### src/rtl/am_lock_fsm.sv
// Receive-side alignment-marker lock machine for one PCS lane: predicts the
// next AM position from a period counter and acquires/loses AM lock.
module am_lock_fsm #(
   parameter int AM_PERIOD         = 16384,
   parameter int NB_AM_PERIOD      = $clog2(AM_PERIOD),
   parameter int VALID_TO_LOCK     = 2,
   parameter int INVALID_TO_UNLOCK = 4,
   parameter int NB_INVALID        = $clog2(INVALID_TO_UNLOCK+1)
) (
   input  logic                    i_clk,
   input  logic                    i_rst,
   input  logic                    i_valid,
   input  logic                    i_block_lock,
   input  logic                    i_am_match,
   output logic                    o_am_lock,
   output logic                    o_am_slot,
   output logic                    o_resync,
   output logic [NB_INVALID-1:0]   o_invalid_count,
   output logic [NB_AM_PERIOD-1:0] o_counter
);

   localparam int NB_GOOD = $clog2(VALID_TO_LOCK+1);

   typedef enum logic [1:0] {
      SEARCH = 2'd0,
      CHECK  = 2'd1,
      LOCKED = 2'd2
   } state_t;

   state_t                  state_q, state_d;
   logic [NB_AM_PERIOD-1:0] counter_q, counter_d;
   logic [NB_GOOD-1:0]      good_cnt_q, good_cnt_d;
   logic [NB_INVALID-1:0]   invalid_cnt_q, invalid_cnt_d;
   logic                    am_lock_q, am_lock_d;
   logic                    resync_q, resync_d;
   logic                    check;
   logic [NB_GOOD-1:0]      good_inc;
   logic [NB_INVALID-1:0]   invalid_inc;

   assign check       = i_valid && (state_q != SEARCH) &&
                        (counter_q == NB_AM_PERIOD'(AM_PERIOD-1));
   assign good_inc    = good_cnt_q + NB_GOOD'(1);
   assign invalid_inc = invalid_cnt_q + NB_INVALID'(1);

   always_ff @(posedge i_clk or posedge i_rst) begin
      if (i_rst) begin
         state_q       <= SEARCH;
         counter_q     <= '0;
         good_cnt_q    <= '0;
         invalid_cnt_q <= '0;
         am_lock_q     <= 1'b0;
         resync_q      <= 1'b0;
      end else begin
         state_q       <= state_d;
         counter_q     <= counter_d;
         good_cnt_q    <= good_cnt_d;
         invalid_cnt_q <= invalid_cnt_d;
         am_lock_q     <= am_lock_d;
         resync_q      <= resync_d;
      end
   end

   always_comb begin
      state_d       = state_q;
      counter_d     = counter_q;
      good_cnt_d    = good_cnt_q;
      invalid_cnt_d = invalid_cnt_q;
      resync_d      = 1'b0;

      if (!i_block_lock) begin
         state_d       = SEARCH;
         counter_d     = '0;
         good_cnt_d    = '0;
         invalid_cnt_d = '0;
         resync_d      = (state_q != SEARCH);
      end else if (i_valid) begin
         // The slot block restarts the period regardless of its verdict.
         counter_d = check ? '0 : counter_q + NB_AM_PERIOD'(1);
         case (state_q)
            SEARCH: begin
               counter_d = '0;
               if (i_am_match) begin
                  state_d    = CHECK;
                  good_cnt_d = NB_GOOD'(1);
               end
            end
            CHECK: begin
               if (check) begin
                  if (i_am_match) begin
                     if (good_inc == NB_GOOD'(VALID_TO_LOCK)) begin
                        state_d       = LOCKED;
                        good_cnt_d    = '0;
                        invalid_cnt_d = '0;
                     end else begin
                        good_cnt_d = good_inc;
                     end
                  end else begin
                     state_d    = SEARCH;
                     good_cnt_d = '0;
                     resync_d   = 1'b1;
                  end
               end
            end
            LOCKED: begin
               if (check) begin
                  if (i_am_match) begin
                     invalid_cnt_d = '0;
                  end else if (invalid_inc == NB_INVALID'(INVALID_TO_UNLOCK)) begin
                     state_d       = SEARCH;
                     invalid_cnt_d = '0;
                     resync_d      = 1'b1;
                  end else begin
                     invalid_cnt_d = invalid_inc;
                  end
               end
            end
            default: begin
               state_d   = SEARCH;
               counter_d = '0;
            end
         endcase
      end

      am_lock_d = (state_d == LOCKED);
   end

   assign o_am_lock       = am_lock_q;
   assign o_am_slot       = check;
   assign o_resync        = resync_q;
   assign o_invalid_count = invalid_cnt_q;
   assign o_counter       = counter_q;

endmodule
### config.mk
export PLATFORM = sky130hd
export DESIGN_NAME = am_lock_fsm
export DESIGN_NICKNAME = d
export VERILOG_FILES = /design/src/rtl/am_lock_fsm.sv
export SDC_FILE = /design/constraint.sdc
export NUM_CORES = 1
export LEC_CHECK = 0
export CORE_ASPECT_RATIO = 1.75
export CORE_MARGIN = 1.5
export CORE_UTILIZATION = 51
export CTS_CLUSTER_DIAMETER = 150
export DETAILED_ROUTE_END_ITERATION = 8
export HOLD_SLACK_MARGIN = 0.03
export PLACE_DENSITY = 0.84
export SYNTH_ARGS = -nofsm -noshare
export SYNTH_HDL_FRONTEND = slang
export SYNTH_SLANG_ARGS = --single-unit
### constraint.sdc
create_clock -name i_clk -period 2.25 [get_ports i_clk]
set_clock_uncertainty 0.05 [all_clocks]
set_input_delay 0.225 -clock i_clk [delete_from_list [all_inputs] [get_ports i_clk]]
set_output_delay 0.225 -clock i_clk [all_outputs]
set_load 0.02 [all_outputs]
# [Word-level counts from Yosys, hierarchy flattened]
# Cells that the tools add are included.
[word_totals] word_cells=68 register_bits=23 in_bits=5
[classes] eq_ne=14 n_mux=38 n_reduce_logical=7 add_sub_neg=3
[ops] operator="two-way mux 14 bit" count=4
[ops] operator="two-way mux 2 bit" count=15
[ops] operator="two-way mux 3 bit" count=8
[ops] operator="inequality test 3 bit, second input constant" count=5
[ops] operator="adder 14 x 1 -> 14 bit, second input constant" count=1
[ops] operator="== test 14 bit, second input constant" count=1
[ops] operator="two-way mux 1 bit" count=7
[ops] operator="== test 2 bit, second input constant" count=3
[ops] operator="inequality test 3 x 1 -> 1 bit, second input constant" count=2
[ops] operator="one-hot mux 2 bit (3 select lines)" count=1
[ops] operator="one-hot mux 3 bit (2 select lines)" count=1
[ops] operator="AND reduction 6 bit" count=1
[ops] operator="one-hot mux 2 bit (2 select lines)" count=1
[ops] operator="AND reduction 4 bit" count=1
[ops] operator="adder 3 x 1 -> 3 bit, second input constant" count=1
[ops] operator="== test 3 bit, second input constant" count=1
[ops] operator="adder 2 x 1 -> 2 bit, second input constant" count=1
[ops] operator="== test 2 x 1 -> 1 bit, second input constant" count=1
[ops] operator="logical AND 1 bit" count=2
[ops] operator="logical NOT 2 bit" count=1
[ops] operator="inequality test 2 bit, second input constant" count=1
[ops] operator="one-hot mux 1 bit (2 select lines)" count=1
[ops] operator="nonzero test 2 bit" count=1
[ops] operator="OR reduction 2 bit" count=1

# [Depth between registers and ports, before layout]
[depth] word_depth=9 depth_mapped=8 mapped_depth_nobuf=8

# [Worst setup path before layout]
# OpenSTA, ideal clock, no wires.
[synth_timing] path_kind="register to register" from="reg state_q[0]" to="reg counter_q[12] (netlist: o_counter[12])" path_slack_ns=0.147 synth_period_minus_slack_ns=2.103 arrival_ns=1.927 path_buffers=0 path_stages_with_launch=9 setup_ns=0.127 path_cell_list="dfrtp_1 > inv_1 > ha_1 > nand4b_1 > or4_4 > inv_2 > nor2_1 > nor2_2 > nor2_1"
[synth_between] elab_chain_cells=7
[synth_lines] item="start: declaration" line="30" rtl="state_t state_q, state_d;"
[synth_lines] item="start signal: assignment" line="54" rtl="state_q <= state_d;"
[synth_lines] item="nonzero test 2 bit" line="40" rtl="assign check = i_valid && (state_q != SEARCH) &&"
[synth_lines] item="logical AND 1 bit (2 in a row)" line="40"
[synth_lines] item="via o_am_slot" line="16" rtl="output logic o_am_slot,"
[synth_lines] item="two-way mux 14 bit" line="78" rtl="counter_d = check ? '0 : counter_q + NB_AM_PERIOD'(1);"
[synth_lines] item="two-way mux 14 bit" line="79" rtl="case (state_q)"
[synth_lines] item="two-way mux 14 bit" line="76" rtl="end else if (i_valid) begin"
[synth_lines] item="two-way mux 14 bit" line="70" rtl="if (!i_block_lock) begin"
[synth_lines] item="end signal: assignment" line="55" rtl="counter_q <= counter_d;"
[synth_lines] item="end: declaration" line="31" rtl="logic [NB_AM_PERIOD-1:0] counter_q, counter_d;"
# The timed path passes the listed nets, and every way through them passes these cells. The select of a mux whose other input is x is not followed.
# A chain may end at the register's enable or synchronous reset.

# [Final worst setup path]
[layout_timing] from="reg state_q[0]" to="out o_am_slot"
[layout_between] elab_chain_cells=3
[layout_lines] item="nonzero test 2 bit" line="40"
[layout_lines] item="logical AND 1 bit (2 in a row)" line="40"
[layout_lines] item="end: declaration" line="16"
# No other way between the ends.

==> metrics.md <==
| Metric | Value |
|---|---|
| Status | `finished clean` |
| Worst Tran Pin Value | `0.409 ns` |
| Multi-input combinational cell area | `766 µm²` |
| Post-synth top flop | `dfrtp_1` |
| Clock slew at reported path FFs | `0.08 ns` |
| # H-tree levels | `1` |
| Routability Congestion | `0.970` |
| Number of global-route vias before repair | `1,441` |
| Hold Path Class | `in2async` |
| Final Max Tran Viols | `0` |
| CP Launch Type | `flop` |
| CTS tree | `yes` |
| Num CTS Buffers | `3` |
| Detailed placement HPWL | `2810 µm` |
| N_diodes | `0` |
| Synthesis-to-finish area growth | `34.8%` |
| Core region area | `2520 µm²` |
| Final period utilization | `97.8%` |
| DR iter-0 viols | `62` |
| Largest net degree at the start of global routing | `24` |
| Non-filler instance count after layout | `220` |
| Synth top area share | `41.7%` |
| Final nets | `208` |
| Hold Fails Final Rpt | `0` |
| Via density | `6.15` |
| Avg Cell Area, Syn | `9.19 µm²` |
| Num ports | `25` |
| Slowest cell on crit path | `or4_4` |
| Filler cells | `185` |
| Cell Rows | `24` |
| DIE AREA | `3040 µm²` |
| Die width | `42.3 µm` |
| DR pass1 iterations | `4` |
| Cell taking the most area after synthesis | `dfrtp_1` |
| CTS max path bufs | `2` |
| Maximum clock rate | `455 MHz` |
| Initial Util | `54.7%` |
| Ys async rst share | `100%` |
| Clock Tree Root | `clkbuf_8` |
| List of most frequent post-synthesis cells | `23 x dfrtp_1, 17 x nand2_1, 11 x inv_1, 11 x nand3_1, 10 x nor2_1` |
| Worst-Skew Late Latency | `0.26 ns` |
| GRT overflow | `0` |
| Rel. slew slack | `72.5%` |
| Mapped Area | `1380 µm²` |
| VDD IR max | `0.416 mV` |
| Max incr delay on CP | `0.45 ns` |
| Total power | `782 µW` |
| Sequential-to-total area share from yosys stat | `41.7%` |
| DRC errors left | `0` |
| Pwr/cell area | `421 nW/µm²` |
| Share of layout cells above drive strength 1 | `17.5%` |
| Hold_ws | `0.245 ns` |
| GRT Resource Usage Total | `25.1%` |
| Net count after synthesis | `163` |
| Port Buffers | `24` |
| Initial antenna violation count | `0` |
| Post-Syn Instances | `150` |
| Synth unique cells | `42` |
| Min Tclk post-route | `2.20 ns` |
| Worst Setup Path Type | `reg2out` |
| Synthesized flop and latch total | `23` |
| Routed WL | `3750 µm` |
| Top cells by area, synth | `dfrtp_1 42%, ha_1 7.3%, nand2_1 4.6%` |
| Critical-path cell list | `inv_1, ha_1, nand4b_1, or4_4, inv_2, clkdlybuf4s15_1` |
| Routed WL per cell | `17.1 µm` |
| Routed Antenna Nets | `0` |
| EDFF count, synth | `0` |
| Synth Warn # | `0` |
| Die height | `71.8 µm` |
| Final setup vio count | `0` |
| Register area | `576 µm²` |
| Inst Count DP | `215` |
| Critical Path End Type | `output port` |
| Most common cell in the netlist | `dfrtp_1` |
| CP max FO | `3` |
| Post-Place Cell Area | `1780 µm²` |
| Vias | `1,353` |
| Leakage | `0.000837 µW` |
| First-pass GRT wire length | `5950 µm` |
| Max-cap violations | `0` |
| Crit path DAT | `1.93 ns` |
| Clock sinks | `23` |
| WP data required | `1.98 ns` |
| Final Instance Area | `1860 µm²` |
-- state kept, by name (all words and copies together) (netlist names) --
| name | flops |
|---|---|
| o_counter | 14 |
| o_invalid_count | 3 |
| good_cnt_q | 2 |
| state_q | 2 |
| o_am_lock | 1 |
| o_resync | 1 |
-- path summary, 6_finish.rpt --
kind	start	end	slack [ns]	cells after the start
setup / recovery	state_q[0]	o_am_slot	0.05	6
max in group asynchronous	i_rst	o_counter[10]	1.67	3
min in group i_clk	o_counter[11]	o_counter[11]	0.52	1
hold / removal	i_rst	o_invalid_count[0]	0.24	3
hold reg to reg	o_counter[11]	o_counter[11]	0.52	1
setup reg to reg	state_q[0]	o_am_lock	0.08	8
-- cells by family after synthesis --
| logic type | after synthesis | share of synthesized area (%) |
|---|---|---|
| multiplexers | 3 | 2.36 |
| adder cells (fa/ha/maj) | 8 | 7.26 |
| AND/OR/NAND/NOR | 67 | 26.0 |
| AO/OA/AOI/OAI | 26 | 13.9 |
| buffers and inverters | 16 | 4.36 |
| XOR/XNOR | 7 | 4.45 |
| flip-flops | 23 | 41.7 |
-- layout make-up --
cell class / count / area share [%]
repair buffers: 44 / 21.2
multi-input cells: 111 / 41.2
flip-flops and latches: 23 / 31.0
inverters: 12 / 2.42
clock buffers: 4 / 2.42
well taps: 26 / 1.75
-- cells in the final DEF, fill, tap and decap left out, types with 3 or more instances in the layout --
master	instances
buf_4	19
clkbuf_8	3
clkdlybuf4s50_1	23
dfrtp_1	23
ha_1	8
inv_1	11
nand2_1	17
nand2b_1	3
nand3_1	11
nand4_1	3
nor2_1	10
nor3_1	7
o21ai_0	7
o21ai_1	3
xor2_1	5
-- worst max-delay path: cells and delay by family, from the launching register on --
| family | cells | cell delay (ns) |
|---|---|---|
| and+or+nand+nor | 2 | 0.61 |
| buffers and inverters | 3 | 0.46 |
| DFF | 1 | 0.38 |
| adders and majority gates | 1 | 0.21 |
-- power breakdown --
part | total [µW] | switching (µW) | leakage [µW] | internal (µW)
clock network | 258 | 131 | 0.0000228 | 126
registers | 421 | 3.51 | 0.000320 | 418
logic | 104 | 61.4 | 0.000495 | 42.1
-- repair_timing --
action                                  in CTS  in global routing
endpoints found under the setup margin       1                  4
buffers inserted                             0                  1
hold buffers                                 0                  0
pin swaps                                    0                  1
resized for setup                            1                  5
-- per-stage QoR --
| stage | TNS (ns) | utilization, % | setup WS (ns) |
|---|---|---|---|
| 2_1_floorplan | 0 | - | 0.147 |
| 3_3_place_gp | 0 | 70.5 | 0.0635 |
| 3_5_place_dp | 0 | 70.5 | 0.0245 |
| 4_1_cts | 0 | 72.3 | 0.0311 |
| 5_1_grt | -0.0109 | 73.7 | -0.00814 |
| 6_report | 0 | 73.7 | 0.0498 |
-- routing by layer --
metal,wire (µm),vias up,track usage [%]
li1,-,627,-
met1,1420,660,25.2
met2,2050,49,48.0
met3,150,17,3.27
met4,131,0,12.8
met5,0,-,0
No activity file was read; power rests on OpenSTA's default activity.
